$ cat config.mk
export PLATFORM = sky130hd
export DESIGN_NAME = fifo_entrada_arbitro_flat
export DESIGN_NICKNAME = d
export VERILOG_FILES = /design/src/rtl/fifo_entrada_arbitro_pkg.sv /design/src/rtl/fifo_entrada_arbitro_if.sv /design/src/rtl/fifo_entrada_arbitro_memoria_dp.sv /design/src/rtl/fifo_entrada_arbitro.sv /design/src/flat_wrapper.sv
export SDC_FILE = /design/constraint.sdc
export NUM_CORES = 1
export LEC_CHECK = 0
export ABC_AREA = 1
export CAP_MARGIN = 30
export CORE_UTILIZATION = 35
export CTS_BUF_LIST = sky130_fd_sc_hd__clkbuf_8
export DETAILED_ROUTE_END_ITERATION = 16
export MAX_ROUTING_LAYER = met4
export PLACE_DENSITY = 0.6
export SYNTH_ARGS = -nofsm -noshare
export SYNTH_HDL_FRONTEND = slang
export SYNTH_SLANG_ARGS = --single-unit
$ cat constraint.sdc
create_clock -name clk -period 2.1 [get_ports clk]
set_clock_uncertainty 0.15 [all_clocks]
set_input_delay 0.21 -clock clk [delete_from_list [all_inputs] [get_ports clk]]
set_output_delay 0.21 -clock clk [all_outputs]
set_load 0.03 [all_outputs]
$ cat src/rtl/fifo_entrada_arbitro_pkg.sv
// Shared definitions for the lane input FIFO: field widths, depth,
// occupancy thresholds and the stored entry layout.
package fifo_entrada_arbitro_pkg;

    localparam int DATA_W    = 8;
    localparam int DEST_W    = 4;
    localparam int ENTRY_W   = DATA_W + DEST_W;
    localparam int DEPTH     = 8;
    localparam int ADDR_W    = 3;
    localparam int CNT_W     = ADDR_W + 1;
    localparam int AF_THRESH = 6;
    localparam int AE_THRESH = 2;

    // One stored transaction: destination tag above payload.
    typedef struct packed {
        logic [DEST_W-1:0] dest;
        logic [DATA_W-1:0] data;
    } entry_t;

    function automatic entry_t pack_entry(input logic [DEST_W-1:0] dest,
                                          input logic [DATA_W-1:0] data);
        entry_t e;
        e.dest = dest;
        e.data = data;
        return e;
    endfunction

endpackage

$ cat src/rtl/fifo_entrada_arbitro_if.sv
// Producer/arbiter-facing bus of the lane FIFO.
// Handshake: push is honoured on a posedge when the FIFO is not full (or a pop
// completes in the same cycle); pop is honoured when the FIFO is not empty, and
// its entry appears on data_out/dest_out with valid_out=1 one cycle later.
interface fifo_entrada_arbitro_if;
    import fifo_entrada_arbitro_pkg::*;

    logic                push;
    logic [DATA_W-1:0]   data_in;
    logic [DEST_W-1:0]   dest_in;
    logic                pop;
    logic [DATA_W-1:0]   data_out;
    logic [DEST_W-1:0]   dest_out;
    logic                valid_out;
    logic                empty;
    logic                full;
    logic                almost_empty;
    logic                almost_full;
    logic [CNT_W-1:0]    count;
    logic                error;

    // Upstream producer plus arbiter side.
    modport master (
        output push, data_in, dest_in, pop,
        input  data_out, dest_out, valid_out, empty, full,
               almost_empty, almost_full, count, error
    );

    // FIFO side.
    modport slave (
        input  push, data_in, dest_in, pop,
        output data_out, dest_out, valid_out, empty, full,
               almost_empty, almost_full, count, error
    );
endinterface

$ cat src/rtl/fifo_entrada_arbitro_memoria_dp.sv
// Simple dual-port storage: one write port, one synchronous read port.
// The read register doubles as the FIFO output and is cleared by reset;
// the array itself is never cleared.
module fifo_entrada_arbitro_memoria_dp
    import fifo_entrada_arbitro_pkg::*;
(
    input  logic              clk,
    input  logic              reset_L,
    input  logic              wr_en_i,
    input  logic [ADDR_W-1:0] wr_addr_i,
    input  entry_t            wr_data_i,
    input  logic              rd_en_i,
    input  logic [ADDR_W-1:0] rd_addr_i,
    output entry_t            rd_data_o
);

    entry_t mem_q [DEPTH];
    entry_t rd_data_q;

    // Write port: store the entry at the write address.
    always_ff @(posedge clk) begin
        if (wr_en_i) begin
            mem_q[wr_addr_i] <= wr_data_i;
        end
    end

    // Read port: capture on a completed pop, otherwise hold.
    always_ff @(posedge clk) begin
        if (!reset_L) begin
            rd_data_q <= '0;
        end else if (rd_en_i) begin
            rd_data_q <= mem_q[rd_addr_i];
        end
    end

    assign rd_data_o = rd_data_q;

endmodule

$ cat src/rtl/fifo_entrada_arbitro.sv
// Lane input FIFO in front of the arbiter: pointers, occupancy count,
// status flags and sticky overflow/underflow error.
module fifo_entrada_arbitro
    import fifo_entrada_arbitro_pkg::*;
(
    input  logic                  clk,
    input  logic                  reset_L,
    fifo_entrada_arbitro_if.slave bus
);

    if (!(AE_THRESH < AF_THRESH && AF_THRESH <= DEPTH)) begin : g_bad_thresholds
        $error("fifo_entrada_arbitro: thresholds must satisfy AE < AF <= DEPTH");
    end

    logic [ADDR_W-1:0] wr_ptr_q, wr_ptr_d;
    logic [ADDR_W-1:0] rd_ptr_q, rd_ptr_d;
    logic [CNT_W-1:0]  count_q, count_d;
    logic              valid_q, valid_d;
    logic              error_q, error_d;
    logic              is_empty, is_full;
    logic              push_ok, pop_ok, overflow, underflow;
    entry_t            rd_entry;

    // Flags come only from the registered count.
    assign is_empty = (count_q == '0);
    assign is_full  = (count_q == CNT_W'(DEPTH));

    // Accept/reject decisions and next-state values, all on pre-edge count.
    always_comb begin
        push_ok   = 1'b0;
        pop_ok    = 1'b0;
        overflow  = 1'b0;
        underflow = 1'b0;
        wr_ptr_d  = wr_ptr_q;
        rd_ptr_d  = rd_ptr_q;
        count_d   = count_q;
        valid_d   = 1'b0;
        error_d   = error_q;

        // A pop frees a slot this cycle, so a push into a full FIFO still fits.
        pop_ok    = bus.pop && !is_empty;
        push_ok   = bus.push && (!is_full || bus.pop);
        overflow  = bus.push && is_full && !bus.pop;
        underflow = bus.pop && is_empty;

        if (push_ok) begin
            wr_ptr_d = wr_ptr_q + ADDR_W'(1);
        end
        if (pop_ok) begin
            rd_ptr_d = rd_ptr_q + ADDR_W'(1);
        end
        if (push_ok && !pop_ok) begin
            count_d = count_q + CNT_W'(1);
        end else if (pop_ok && !push_ok) begin
            count_d = count_q - CNT_W'(1);
        end
        valid_d = pop_ok;
        error_d = error_q | overflow | underflow;
    end

    // State registers; reset discards every queued entry.
    always_ff @(posedge clk) begin
        if (!reset_L) begin
            wr_ptr_q <= '0;
            rd_ptr_q <= '0;
            count_q  <= '0;
            valid_q  <= 1'b0;
            error_q  <= 1'b0;
        end else begin
            wr_ptr_q <= wr_ptr_d;
            rd_ptr_q <= rd_ptr_d;
            count_q  <= count_d;
            valid_q  <= valid_d;
            error_q  <= error_d;
        end
    end

    fifo_entrada_arbitro_memoria_dp u_mem (
        .clk       (clk),
        .reset_L   (reset_L),
        .wr_en_i   (push_ok && reset_L),
        .wr_addr_i (wr_ptr_q),
        .wr_data_i (pack_entry(bus.dest_in, bus.data_in)),
        .rd_en_i   (pop_ok && reset_L),
        .rd_addr_i (rd_ptr_q),
        .rd_data_o (rd_entry)
    );

    assign bus.data_out     = rd_entry.data;
    assign bus.dest_out     = rd_entry.dest;
    assign bus.valid_out    = valid_q;
    assign bus.empty        = is_empty;
    assign bus.full         = is_full;
    assign bus.almost_empty = (count_q <= CNT_W'(AE_THRESH));
    assign bus.almost_full  = (count_q >= CNT_W'(AF_THRESH));
    assign bus.count        = count_q;
    assign bus.error        = error_q;

endmodule

$ cat src/flat_wrapper.sv
// flat-port wrapper written by rule: the top's interface ports become plain ports
module fifo_entrada_arbitro_flat import fifo_entrada_arbitro_pkg::*;
  (clk, reset_L, bus_push, bus_data_in, bus_dest_in, bus_pop, bus_data_out, bus_dest_out, bus_valid_out, bus_empty, bus_full, bus_almost_empty, bus_almost_full, bus_count, bus_error);
  fifo_entrada_arbitro_if bus_i ();
  input  logic clk;
  input  logic reset_L;
  input wire logic [$bits(bus_i.push)-1:0] bus_push;
  input wire logic [$bits(bus_i.data_in)-1:0] bus_data_in;
  input wire logic [$bits(bus_i.dest_in)-1:0] bus_dest_in;
  input wire logic [$bits(bus_i.pop)-1:0] bus_pop;
  output wire logic [$bits(bus_i.data_out)-1:0] bus_data_out;
  output wire logic [$bits(bus_i.dest_out)-1:0] bus_dest_out;
  output wire logic [$bits(bus_i.valid_out)-1:0] bus_valid_out;
  output wire logic [$bits(bus_i.empty)-1:0] bus_empty;
  output wire logic [$bits(bus_i.full)-1:0] bus_full;
  output wire logic [$bits(bus_i.almost_empty)-1:0] bus_almost_empty;
  output wire logic [$bits(bus_i.almost_full)-1:0] bus_almost_full;
  output wire logic [$bits(bus_i.count)-1:0] bus_count;
  output wire logic [$bits(bus_i.error)-1:0] bus_error;
  assign bus_i.push = bus_push;
  assign bus_i.data_in = bus_data_in;
  assign bus_i.dest_in = bus_dest_in;
  assign bus_i.pop = bus_pop;
  assign bus_data_out = bus_i.data_out;
  assign bus_dest_out = bus_i.dest_out;
  assign bus_valid_out = bus_i.valid_out;
  assign bus_empty = bus_i.empty;
  assign bus_full = bus_i.full;
  assign bus_almost_empty = bus_i.almost_empty;
  assign bus_almost_full = bus_i.almost_full;
  assign bus_count = bus_i.count;
  assign bus_error = bus_i.error;
  fifo_entrada_arbitro u_core (.clk(clk), .reset_L(reset_L), .bus(bus_i));
endmodule
==> results.py <==
metrics = {
    "run_status": {
        "outcome": "finished, final reports clean",
    },
    "worst_setup_path": {
        "reg2reg_to": "u_core.bus.count[3]$_SDFFE_PN0P_",
        "worstSetupStartpoint": "u_core.bus.count[0]$_SDFFE_PN0P_",
        "critPathCapture": "u_core.bus.count[3]$_SDFFE_PN0P_",
        "slowest_delay_ns": 0.35,
        "path_cells": "nor2_4 > nand4_1 > nand2_2 > inv_2 > ha_4 > inv_4 > ha_4 > or2_4 > nand2_2 > nand3_2 > nand2_2 > nand2_2 > a21oi_2",
        "arrival_ns": 2.23,
        "crit_fanout": 4,
        "worst_path_most_repeated_cell": "nand2_2",
        "startpoint_type": "register",
        "r2r-start": "u_core.bus.count[0]$_SDFFE_PN0P_",
        "cp-end-kind": "register",
        "cp.required_ns": 2.32,
        "reg2regPathDepth": 13,
        "criticalPathCategory": "reg -> reg",
        "slowest_stage": "dfxtp_4",
        "ff2ff_setup_slack_ns": 0.09,
    },
    "placed_design": {
        "place_hpwl_um": 7240,
        "place_area_um2": 6080,
        "dp_cells": 751,
        "gp_congestion": 0.820,
        "portBuffers": 37,
    },
    "final_layout": {
        "layout_commonest_cell": "nand2_1",
        "area_delta_synth_final_pct": 23.6,
        "finish.utilization_pct": 44.5,
        "antenna_cells": 0,
        "finalNetCount": 611,
        "fillers": 1327,
        "final_cell_count_no_fill": 786,
        "postLayoutCellArea_um2": 6500,
        "regArea_um2": 3380,
        "multi_input_area_um2": 1480,
        "final_cell_mix": "nand2_1, edfxtp_1, inv_1",
        "layout-drive-gt1-share_pct": 18.4,
    },
    "synthesis": {
        "synth_nets": 543,
        "yosys_warnings": 0,
        "synth_cells": 521,
        "synth.lib_cells_used.distinct": 29,
        "avgSynthCellArea_um2": 10.1,
        "ys_seq_area_share_pct": 64.0,
        "ys_ff_latch": 120,
        "synth_area_um2": 5260,
    },
    "clocking": {
        "clkSinkCount": 120,
        "clkLatencyLatePin_ns": 0.43,
        "hold_buffers": 0,
        "cts_tree": "done",
        "path_clk_slew_ns": 0.07,
        "cts_buffer_depth": 2,
        "clockRootBuffer": "clkbuf_8",
        "cts_max_level": 4,
        "numCtsBuffers": 17,
    },
    "sta": {
        "slew_headroom_pct": 63.7,
        "timing.fmax_mhz": 496,
        "setup_viol": 0,
        "setup_tns_ns": 0,
        "rsz0062_at_grt": "yes",
        "worst_pin_slew_ns": 0.544,
        "fin_crit_sh_pct": 95.9,
        "fin_crit_ns": 2.01,
        "hold_viol_final": 0,
        "finalMaxSlewViolations": 0,
    },
    "worst_hold_path": {
        "min_path_type": "reg -> reg",
    },
    "die": {
        "die-area_um2": 15500,
        "pin_count": 38,
        "die_h_um": 125,
        "rows": 44,
        "die_w_um": 125,
        "core_area_um2": 14600,
        "start_util_pct": 36.0,
    },
    "drt": {
        "drt-wirelength-per-cell_um": 14.5,
        "drtPass1Iterations": 5,
        "drc_errors": 0,
        "via_count": 3652,
        "routed_wirelength_um": 11400,
        "viasPerCell": 4.65,
        "drtAntennaViolNets": 0,
        "drt_iter0_markers": 242,
    },
    "power": {
        "ir_drop_uv": 441,
        "p_per_area_nw_per_um2": 1050,
        "leakagePower_nw": 2.65,
    },
    "flow_run": {
        "cap_viol_max_count": 0,
    },
    "global_route": {
        "grt_pass1_wl_um": 18600,
        "grtUsageTotal_pct": 16.2,
        "grt_pass1_vias": 3584,
        "antenna_found_initial": 0,
        "overflow": 0,
        "grt_max_degree": 34,
    },
}
[cell usage after synthesis (all sizes together)]
library cell	count	area share (%)
nand4	1	0.12
nor3b	1	0.14
nand2	150	11
ha	5	1.2
clkbuf	2	0.14
xor2	1	0.17
inv	94	6.8
edfxtp	96	55
o21ai	11	1.0
dfxtp	24	9.1
buf	19	2.4
nor3	7	0.67
nor2	12	1.3
fa	1	0.38
nand3	75	8.0
or2	1	0.12
a21oi	20	2.6
nor4	1	0.12
[timing repair]
action,CTS,global route
endpoints found under the hold margin,0,0
buffers inserted,1,2
setup endpoints to repair,5,3
pin swaps,2,9
resized for setup,7,10
[where the power goes]
| group | switching (W) | internal (W) | total (W) |
|---|---|---|---|
| sequential | 0.0000905 | 0.00272 | 0.00281 |
| combinational | 0.00130 | 0.000771 | 0.00207 |
| clock | 0.000907 | 0.00103 | 0.00193 |
[cell type report]
class                           count  share of cell area, %
Sequential cell                   120                   52.0
Tap cell                          184                   3.54
Inverter                           94                   5.51
Clock inverter                     15                   2.10
Clock buffer                       17                   3.60
Multi-Input combinational cell    286                   22.7
Timing Repair Buffer               70                   10.6
[worst min path at each step]
stage | start | end | slack [ns] | cells after the start
5_1_grt | u_core.u_mem.rd_data_o[11]$_SDFFE_PN0P_ | u_core.u_mem.rd_data_o[11]$_SDFFE_PN0P_ | 0.35 | 2
4_1_cts | u_core.u_mem.rd_data_o[11]$_SDFFE_PN0P_ | u_core.u_mem.rd_data_o[11]$_SDFFE_PN0P_ | 0.33 | 2
3_3_place_gp | u_core.u_mem.rd_data_o[4]$_SDFFE_PN0P_ | u_core.u_mem.rd_data_o[4]$_SDFFE_PN0P_ | 0.31 | 2
3_5_place_dp | u_core.u_mem.rd_data_o[8]$_SDFFE_PN0P_ | u_core.u_mem.rd_data_o[8]$_SDFFE_PN0P_ | 0.32 | 2
6_report | u_core.u_mem.rd_data_o[11]$_SDFFE_PN0P_ | u_core.u_mem.rd_data_o[11]$_SDFFE_PN0P_ | 0.32 | 2
2_1_floorplan | bus_data_in[0] | u_core.u_mem.mem_q[0][0]$_DFFE_PP_ | 0.16 | 0
[cells by family after synthesis]
kind of cell | Yosys count | share of synthesized area (%)
AO/OA/AOI/OAI | 31 | 3.67
flip-flops | 120 | 64.0
buffers and inverters | 115 | 9.26
XOR/XNOR | 1 | 0.167
AND/OR/NAND/NOR | 248 | 21.3
adder cells (fa/ha/maj) | 6 | 1.57
[metal layers]
metal / vias to the layer above / wire length (µm) / track usage [%]
met3: 18 / 673 / 3.91
met1: 1712 / 5110 / 20.8
met4: 0 / 216 / 7.02
met2: 101 / 5390 / 24.5
li1: 1821 / - / -
met5: - / 0 / -
[critical path: cells and delay by family, from the launching register on]
kind,cells,cell delay [ns]
AOI/OAI and AO/OA,1,0.11
and+or+nand+nor,8,0.85
buffers and inverters,2,0.12
adders and majority gates,2,0.35
DFF,1,0.35
[sequential cells by signal, summed over array words and instances (netlist names)]
signal                  count
u_core.u_mem.mem_q         96
u_core.bus.error            1
u_core.bus.valid_out        1
u_core.bus.count            4
u_core.u_mem.rd_data_o     12
u_core.rd_ptr_q             3
u_core.wr_ptr_q             3
[stage by stage]
step / setup WS (ns) / hold slack, ns / total power (W)
5_1_grt: -0.0219 / 0.349 / 0.00719
2_1_floorplan: 0.0162 / 0.159 / 0.00421
6_report: 0.0855 / 0.320 / 0.00681
4_1_cts: 0.0379 / 0.327 / 0.00681
3_3_place_gp: -0.205 / 0.309 / 0.00482
3_5_place_dp: -0.300 / 0.315 / 0.00487
(Power assumes the default switching activity.)
